File: src/rtl/add_pkg.sv
// Shared constants for the bit-serial adder: FSM encoding and default operand width.
package add_pkg;

    localparam int unsigned DEFAULT_WIDTH = 8;

    typedef enum logic [1:0] {
        ST_IDLE = 2'd0,
        ST_RUN  = 2'd1,
        ST_DONE = 2'd2
    } state_e;

endpackage

File: src/rtl/serial_add_ctrl_if.sv
// Start/result handshake bundle between a requester (master) and the serial adder (slave).
interface serial_add_ctrl_if
    import add_pkg::*;
#(
    parameter int unsigned WIDTH = DEFAULT_WIDTH
);
    logic             start;
    logic [WIDTH-1:0] a;
    logic [WIDTH-1:0] b;
    logic             cin;
    logic             ready;
    logic             busy;
    logic             done;
    logic [WIDTH-1:0] sum;
    logic             cout;

    modport master (output start, a, b, cin, input ready, busy, done, sum, cout);
    modport slave  (input start, a, b, cin, output ready, busy, done, sum, cout);
endinterface

File: src/rtl/fa_cell.sv
// Combinational 1-bit full adder built from two half adders and an OR on their carries.
module fa_cell (
    input  logic a_i,
    input  logic b_i,
    input  logic c_i,
    output logic s_o,
    output logic c_o
);
    logic s1, c1, c2;

    ha u_ha0 (.a_i(a_i), .b_i(b_i), .s_o(s1),  .c_o(c1));
    ha u_ha1 (.a_i(s1),  .b_i(c_i), .s_o(s_o), .c_o(c2));

    assign c_o = c1 | c2;
endmodule

File: src/rtl/ha.sv
// 1-bit half adder.
module ha (
    input  logic a_i,
    input  logic b_i,
    output logic s_o,
    output logic c_o
);
    assign s_o = a_i ^ b_i;
    assign c_o = a_i & b_i;
endmodule

File: src/rtl/serial_add_ctrl.sv
// Bit-serial adder sequencer: feeds operands LSB-first through one shared fa_cell,
// holding the carry in a register between bits; result after WIDTH+1 cycles.
module serial_add_ctrl
    import add_pkg::*;
#(
    parameter int unsigned WIDTH = DEFAULT_WIDTH
) (
    input  logic            clk,
    input  logic            rst,
    serial_add_ctrl_if.slave bus
);
    localparam int unsigned CNT_W = $clog2(WIDTH) + 1;

    state_e             state_q, state_d;
    logic [WIDTH-1:0]   a_sh_q, a_sh_d;
    logic [WIDTH-1:0]   b_sh_q, b_sh_d;
    logic [WIDTH-1:0]   res_q, res_d;
    logic               carry_q, carry_d;
    logic [CNT_W-1:0]   cnt_q, cnt_d;
    logic               ready_q, ready_d;
    logic               busy_q, busy_d;
    logic               done_q, done_d;
    logic               fa_s, fa_c;

    fa_cell u_fa (
        .a_i(a_sh_q[0]),
        .b_i(b_sh_q[0]),
        .c_i(carry_q),
        .s_o(fa_s),
        .c_o(fa_c)
    );

    // State and datapath registers
    always_ff @(posedge clk) begin
        if (rst) begin
            state_q <= ST_IDLE;
            a_sh_q  <= '0;
            b_sh_q  <= '0;
            res_q   <= '0;
            carry_q <= 1'b0;
            cnt_q   <= '0;
            ready_q <= 1'b1;
            busy_q  <= 1'b0;
            done_q  <= 1'b0;
        end else begin
            state_q <= state_d;
            a_sh_q  <= a_sh_d;
            b_sh_q  <= b_sh_d;
            res_q   <= res_d;
            carry_q <= carry_d;
            cnt_q   <= cnt_d;
            ready_q <= ready_d;
            busy_q  <= busy_d;
            done_q  <= done_d;
        end
    end

    // Next-state, datapath update and status flags decoded from the next state
    always_comb begin
        state_d = state_q;
        a_sh_d  = a_sh_q;
        b_sh_d  = b_sh_q;
        res_d   = res_q;
        carry_d = carry_q;
        cnt_d   = cnt_q;

        case (state_q)
            ST_IDLE: begin
                if (bus.start) begin
                    a_sh_d  = bus.a;
                    b_sh_d  = bus.b;
                    carry_d = bus.cin;
                    cnt_d   = '0;
                    res_d   = '0;
                    state_d = ST_RUN;
                end
            end
            ST_RUN: begin
                a_sh_d  = a_sh_q >> 1;
                b_sh_d  = b_sh_q >> 1;
                res_d   = (res_q >> 1) | (WIDTH'(fa_s) << (WIDTH - 1));
                carry_d = fa_c;
                cnt_d   = cnt_q + CNT_W'(1);
                if (cnt_q == CNT_W'(WIDTH - 1)) begin
                    state_d = ST_DONE;
                end
            end
            ST_DONE: state_d = ST_IDLE;
            default: state_d = ST_IDLE;
        endcase

        ready_d = (state_d == ST_IDLE);
        busy_d  = (state_d == ST_RUN);
        done_d  = (state_d == ST_DONE);
    end

    assign bus.ready = ready_q;
    assign bus.busy  = busy_q;
    assign bus.done  = done_q;
    assign bus.sum   = res_q;
    assign bus.cout  = carry_q;
endmodule

File: src/flat_wrapper.sv
// flat-port wrapper written by rule: the top's interface ports become plain ports
module serial_add_ctrl_flat import add_pkg::*;
#(
    parameter int unsigned WIDTH = DEFAULT_WIDTH
)
  (clk, rst, bus_start, bus_a, bus_b, bus_cin, bus_ready, bus_busy, bus_done, bus_sum, bus_cout);
  serial_add_ctrl_if #(.WIDTH(WIDTH)) bus_i ();
  input  logic clk;
  input  logic rst;
  input wire logic [$bits(bus_i.start)-1:0] bus_start;
  input wire logic [$bits(bus_i.a)-1:0] bus_a;
  input wire logic [$bits(bus_i.b)-1:0] bus_b;
  input wire logic [$bits(bus_i.cin)-1:0] bus_cin;
  output wire logic [$bits(bus_i.ready)-1:0] bus_ready;
  output wire logic [$bits(bus_i.busy)-1:0] bus_busy;
  output wire logic [$bits(bus_i.done)-1:0] bus_done;
  output wire logic [$bits(bus_i.sum)-1:0] bus_sum;
  output wire logic [$bits(bus_i.cout)-1:0] bus_cout;
  assign bus_i.start = bus_start;
  assign bus_i.a = bus_a;
  assign bus_i.b = bus_b;
  assign bus_i.cin = bus_cin;
  assign bus_ready = bus_i.ready;
  assign bus_busy = bus_i.busy;
  assign bus_done = bus_i.done;
  assign bus_sum = bus_i.sum;
  assign bus_cout = bus_i.cout;
  serial_add_ctrl #(.WIDTH(WIDTH)) u_core (.clk(clk), .rst(rst), .bus(bus_i));
endmodule
File: config.mk
export PLATFORM = sky130hd
export DESIGN_NAME = serial_add_ctrl_flat
export DESIGN_NICKNAME = d
export VERILOG_FILES = /design/src/rtl/add_pkg.sv /design/src/rtl/serial_add_ctrl_if.sv /design/src/rtl/fa_cell.sv /design/src/rtl/ha.sv /design/src/rtl/serial_add_ctrl.sv /design/src/flat_wrapper.sv
export SDC_FILE = /design/constraint.sdc
export NUM_CORES = 1
export LEC_CHECK = 0
export CAP_MARGIN = 20
export CORE_UTILIZATION = 61
export DETAILED_ROUTE_END_ITERATION = 8
export DONT_BUFFER_PORTS = 1
export PLACE_DENSITY_LB_ADDON = 0.08
export SLEW_MARGIN = 20
export SYNTH_ARGS = -nofsm -noshare
export SYNTH_HDL_FRONTEND = slang
export SYNTH_SLANG_ARGS = --single-unit
File: constraint.sdc
create_clock -name clk -period 1.6 [get_ports clk]
set_input_delay 0.16 -clock clk [delete_from_list [all_inputs] [get_ports clk]]
set_output_delay 0.16 -clock clk [all_outputs]
set_load 0.02 [all_outputs]
==> flow_metrics.py, run 1 <==
metrics = {
    "status": {
        "run_status": "completed",
    },
    "drt": {
        "wl_per_cell_um": 16.9,
        "antenna_left": 0,
        "wl_met1_mm": 1.22,
        "wl_met3_um": 141,
        "routed_via_density": 6.25,
        "top_layer": "met4",
        "drt_iter0_drc": 41,
        "vias": 1063,
        "dr.pass1.iters": 4,
        "drcViolationCount": 0,
        "route.met2.wl_mm": 1.45,
        "wirelength_mm": 2.88,
    },
    "finish": {
        "area_delta_synth_final_pct": 9.08,
        "fillers": 174,
        "fin_area_sq_um": 1610,
        "multi_input_area_sq_um": 703,
        "final-seq-area_sq_um": 681,
        "stdcell_count": 170,
        "layout-drive-gt1-share_pct": 24.6,
        "num_antenna_cells": 0,
        "num-nets-final": 163,
    },
    "setup_path": {
        "crit_required_ns": 1.84,
        "path_buf_inv": 0,
        "critPathLaunchType": "flop",
        "cp_cell_sequence": "nand2b_4 -> o22ai_1 -> a211oi_1",
        "crit_fanout": 15,
        "worstSetupEndpointType": "flop",
        "max_stage_delay_ns": 0.60,
        "slowest_stage": "dfxtp_1",
        "crit_family": "flip-flops",
        "worstSetupPathType": "reg2reg",
        "cp_data_arrival_time_ns": 1.70,
    },
    "flow_run": {
        "max_cap_viol_count": 0,
    },
    "yosys": {
        "yosysUniqueCellTypes": 35,
        "synthesis.area_sq_um": 1470,
        "syn_inst": 139,
        "yosysTopAreaCellShare_pct": 46.2,
        "netlist_top_cells_area": "dfxtp_1, a211oi_2, o22ai_2, nor2_1, a22oi_1",
        "avgSynthCellArea_sq_um": 10.6,
        "ys_seq_elements": 34,
        "synth_flop_cell": "dfxtp_1",
        "synth.most_common_cell": "dfxtp_1",
        "synth-edff-count": 0,
        "yosys_warnings": 0,
        "syn-num-nets": 161,
        "synth_common_cells": "dfxtp_1, nor2_1, a211oi_2, a22oi_1, o22ai_2",
        "yosysSeqAreaShare_pct": 46.2,
        "ys_async_sr_fraction_pct": 0,
        "yosys.area.top_type": "dfxtp_1",
    },
    "pwr": {
        "p_int_mw": 1.52,
        "p_switching_mw": 0.439,
        "pwr-share-clk_pct": 41.4,
        "finalPower_mw": 1.96,
        "p_per_area_nw_per_um2": 1220,
        "ir_worst_vdd_mv": 1.01,
        "comb_power_share_pct": 10.8,
        "swShare_pct": 22.4,
        "leakage_nw": 0.596,
        "seqPwrFrac_pct": 47.8,
    },
    "global_routing": {
        "grt_pass1_vias": 989,
        "grt.total_usage_pct": 24.8,
        "grt_overflow": 0,
        "antenna_found_initial": 0,
        "grt_max_degree": 33,
        "grt_pass1_wl_mm": 4.54,
    },
    "sta": {
        "worstMarginPinSlew_ns": 0.617,
        "fmax_mhz": 682,
        "clock_skew_ns": 0.0112,
        "finalCritPeriodShare_pct": 91.6,
        "slew_viol_final": 0,
        "setup_viol": 0,
        "hold_violations": 0,
        "finalSetupTns_ns": 0,
        "relSlewSlack_pct": 58.8,
        "grt_setup_unrepaired": "false",
        "period_needed_ns": 1.47,
    },
    "clock_network": {
        "cts_buffer_depth": 2,
        "clock_latency_ns": 0.34,
        "path_clk_slew_ns": 0.11,
        "cts_buffers": 5,
        "cts_tree": "done",
        "ctsRootBufferMaster": "clkbuf_4",
        "cts_max_level": 2,
        "cts_sinks": 34,
    },
    "floorplanning": {
        "num_rows": 17,
        "die_h_um": 51.2,
        "io_pins": 32,
        "core_area_sq_um": 2250,
        "die_w_um": 51.2,
        "die_area_sq_um": 2620,
        "initial_core_util_pct": 65.4,
    },
    "min_path": {
        "hold_class": "in2reg",
    },
    "placement": {
        "dp_cells": 159,
        "place_congestion": 0.746,
        "dpl_cell_area_sq_um": 1460,
        "port_buffers": 0,
        "hpwl_mm": 1.87,
    },
}
==> final timing paths <==
path	startpoint	end	slack [ns]	depth (start not counted)
worst max-delay path	u_core.state_q[0]	u_core.a_sh_q[2]	0.13	3
worst min-delay path	bus_a[6]	u_core.a_sh_q[6]	0.04	2
worst max register to register	u_core.state_q[0]	u_core.a_sh_q[2]	0.13	3
worst min register to register	u_core.a_sh_q[1]	u_core.a_sh_q[1]	0.52	2
==> worst register-to-register path, delay by kind of cell, from the launching register on <==
kind            cells  cell delay (ns)
compound gates      2             0.41
flops               1             0.60
simple gates        1             0.37
==> cell usage in the layout, fill, tap and decap left out <==
cell type	n
o21ai_1	1
nand2b_4	1
a221oi_1	3
buf_4	2
or3_1	1
nand2_1	3
o22ai_2	10
o21ba_4	1
fa_1	1
a2bb2oi_1	1
nor4b_1	2
a31oi_1	1
clkbuf_8	1
buf_12	1
a21oi_1	1
inv_1	5
ha_1	1
o211a_1	1
o22ai_1	4
dlygate4sd3_1	2
a22oi_1	10
a211oi_2	10
clkbuf_4	5
mux2i_1	1
nor3_1	1
a41oi_1	2
o21bai_4	1
nand2b_1	2
dfxtp_1	34
a211oi_1	2
inv_2	1
nand3_1	2
nor3b_1	1
and2b_1	1
bufinv_16	2
nor2_1	24
==> cells by family after synthesis <==
logic type | count (synthesis) | share of synthesized area, %
buf+inv | 16 | 6.11
compound gates | 48 | 32.5
flops | 34 | 46.2
simple gates | 38 | 12.3
mux | 1 | 0.679
fa+ha+maj | 2 | 2.21
==> flip-flops by register name (all words and copies together) (netlist names) <==
name / cells
u_core.bus.sum: 8
u_core.b_sh_q: 8
u_core.state_q: 2
u_core.bus.done: 1
u_core.bus.ready: 1
u_core.bus.cout: 1
u_core.bus.busy: 1
u_core.cnt_q: 4
u_core.a_sh_q: 8
==> cell type report <==
class                      count  area share (%)
timing repair buffer           5            3.42
multi-input combinational     89            43.7
clock inverter                 2            3.74
sequential                    34            42.3
clock buffer                   6            3.19
tap                           28            2.18
inverter                       6            1.40
==> stage by stage <==
stage | worst slack (ns) | util [%] | hold WS (ns)
finish | 0.134 | 71.3 | 0.0389
CTS | 0.137 | 71.3 | 0.0310
floorplan | 0.232 | - | 0.239
global route | 0.0704 | 71.3 | 0.0198
detailed placement | 0.188 | 64.6 | 0.230
global placement | 0.301 | 64.6 | 0.229
==> power groups by stage <==
| stage | clock network [mW] | logic, mW | registers (mW) |
|---|---|---|---|
| floorplan | 0 | 0.184 | 0.946 |
| global placement | 0 | 0.182 | 0.954 |
| detailed placement | 0 | 0.187 | 0.957 |
| CTS | 0.821 | 0.211 | 0.938 |
| global route | 0.854 | 0.230 | 0.943 |
| finish | 0.812 | 0.212 | 0.938 |
==> layer usage <==
metal / up-vias / GRT usage, %
li1: 518 / -
met4: 0 / 13.9
met3: 7 / 8.63
met2: 25 / 40.6
met1: 513 / 27.9
met5: - / 0
==> repair_timing <==
item / CTS / global route
gates resized for setup: 0 / 0
hold buffers: 3 / 0
setup buffers: 0 / 0
endpoints found under the setup margin: 0 / 0
hold endpoints to repair: 32 / 0
Power figures use the tool's default switching activity.
==> inputs of run 2 (changes only) <==
Settings changed: GPL_TIMING_DRIVEN from default to 0.
Clock period 1.6 ns to 1.5 ns, I/O delays scaled along.
==> flow_metrics.py, run 2 (same netlist as run 1, synthesis figures left out) <==
metrics = {
    "global_routing": {
        "grt_overflow": 0,
        "antenna_found_initial": 0,
        "grt.total_usage_pct": 24.1,
        "grt_pass1_wl_mm": 4.51,
        "grt_max_degree": 11,
        "grt_pass1_vias": 1011,
    },
    "finish": {
        "fillers": 188,
        "mostFrequentLayoutCells": "dfxtp_1, nor2_1, a22oi_1, o22ai_2, a211oi_2",
        "layout-drive-gt1-share_pct": 26.0,
        "area_delta_synth_final_pct": 8.57,
        "final_common_cell": "dfxtp_1",
        "num_antenna_cells": 0,
        "num-nets-final": 171,
    },
    "flow_run": {
        "max_cap_viol_count": 0,
    },
    "setup_path": {
        "worstSetupPathType": "reg2reg",
        "worstSetupEndpointType": "flop",
        "critPathLaunchType": "flop",
        "setup.worst_path.start": "u_core.bus.cout",
        "crit_required_ns": 1.72,
        "cp_data_arrival_time_ns": 1.57,
        "crit_fanout": 2,
        "r2r-start": "u_core.bus.cout",
    },
    "floorplanning": {
        "die_w_um": 51.2,
        "die_area_sq_um": 2620,
        "io_pins": 32,
        "core_area_sq_um": 2250,
        "die_h_um": 51.2,
        "initial_core_util_pct": 65.4,
        "num_rows": 17,
    },
    "drt": {
        "wl_per_cell_um": 15.6,
        "drcViolationCount": 0,
        "antenna_left": 0,
        "drt_iter0_drc": 26,
        "wirelength_mm": 2.77,
        "vias": 1098,
        "routed_via_density": 6.17,
        "dr.pass1.iters": 4,
    },
    "min_path": {
        "hold_class": "in2reg",
        "hold_start": "bus_a[5]",
    },
    "sta": {
        "setup_viol": 0,
        "hold_violations": 0,
        "fmax_mhz": 736,
        "finalCritPeriodShare_pct": 90.6,
        "grt_setup_unrepaired": "false",
        "relSlewSlack_pct": 59.5,
        "slew_viol_final": 0,
        "period_needed_ns": 1.36,
        "whs_ns": 0.0438,
        "clock_skew_ns": 0.00616,
        "finalSetupTns_ns": 0,
        "worstMarginPinSlew_ns": 0.608,
        "worst_slack_ns": 0.142,
    },
    "clock_network": {
        "clock_latency_ns": 0.33,
        "cts_sinks": 34,
        "cts_max_level": 2,
        "cts_buffer_depth": 2,
        "path_clk_slew_ns": 0.10,
        "cts_tree": "done",
        "cts_buffers": 5,
        "ctsRootBufferMaster": "clkbuf_4",
    },
    "pwr": {
        "leakage_nw": 0.595,
        "finalPower_mw": 1.75,
        "ir_worst_vdd_mv": 0.957,
        "p_per_area_nw_per_um2": 1100,
    },
    "placement": {
        "dp_slack_ns": 0.0472,
        "port_buffers": 0,
        "hpwl_mm": 1.98,
        "place_congestion": 0.792,
    },
    "status": {
        "run_status": "completed",
    },
}
## run 2: repair_timing
action / 4_1_cts / 5_1_grt
endpoints found under the hold margin: 4 / 0
gates resized for setup: 0 / 1
hold buffers: 3 / 0
endpoints found under the setup margin: 0 / 2
setup buffers: 0 / 0
## run 2: final timing paths
path,end,cells past startpoint,slack (ns)
setup / recovery,u_core.bus.sum[7],4,0.14
setup reg to reg,u_core.bus.sum[7],4,0.14
hold reg to reg,u_core.b_sh_q[0],2,0.51
hold / removal,u_core.a_sh_q[5],2,0.04
## run 2: layout make-up
| cell class | count | area (sq um) | share of cell area, % |
|---|---|---|---|
| multi-input cells | 89 | 703 | 43.9 |
| flip-flops and latches | 34 | 682 | 42.6 |
| plain buffers | 10 | 67.6 | 4.22 |
| clock buffers | 7 | 55.1 | 3.44 |
| well taps | 28 | 35.0 | 2.19 |
| repair buffers | 3 | 30.0 | 1.88 |
| inverters | 6 | 22.5 | 1.41 |
| clock inverters | 1 | 5.00 | 0.313 |
## run 2: power by group
group	switching, mW	leakage (nW)	internal (mW)
logic	0.123	0.280	0.114
registers	0.0430	0.280	0.954
clock network	0.293	0.0353	0.227
total	0.459	0.595	1.30
## run 2: worst max-delay path, cell delays in order, from the launching register on
cell       delay (ns)
dfxtp_2          0.40
inv_1            0.09
fa_1             0.55
a2bb2oi_1        0.16
nor2_1           0.05
## run 2: per-layer routing
metal	vias to the layer above	track usage, %	routed length, um
met5	-	0	0
met4	0	9.72	26
met3	4	9.23	169
met2	29	39.0	1400
met1	525	28.4	1180
li1	540	-	-
## run 2: metrics by stage
| stage | utilization (%) | cell area (sq um) | cells |
|---|---|---|---|
| after CTS | 70.9 | 1600 | 178 |
| after floorplan | - | 1470 | 139 |
| after detailed placement | 66.9 | 1510 | 167 |
| final | 71.0 | 1600 | 178 |
| after global routing | 71.0 | 1600 | 178 |
| after global placement | 66.9 | 1510 | 167 |
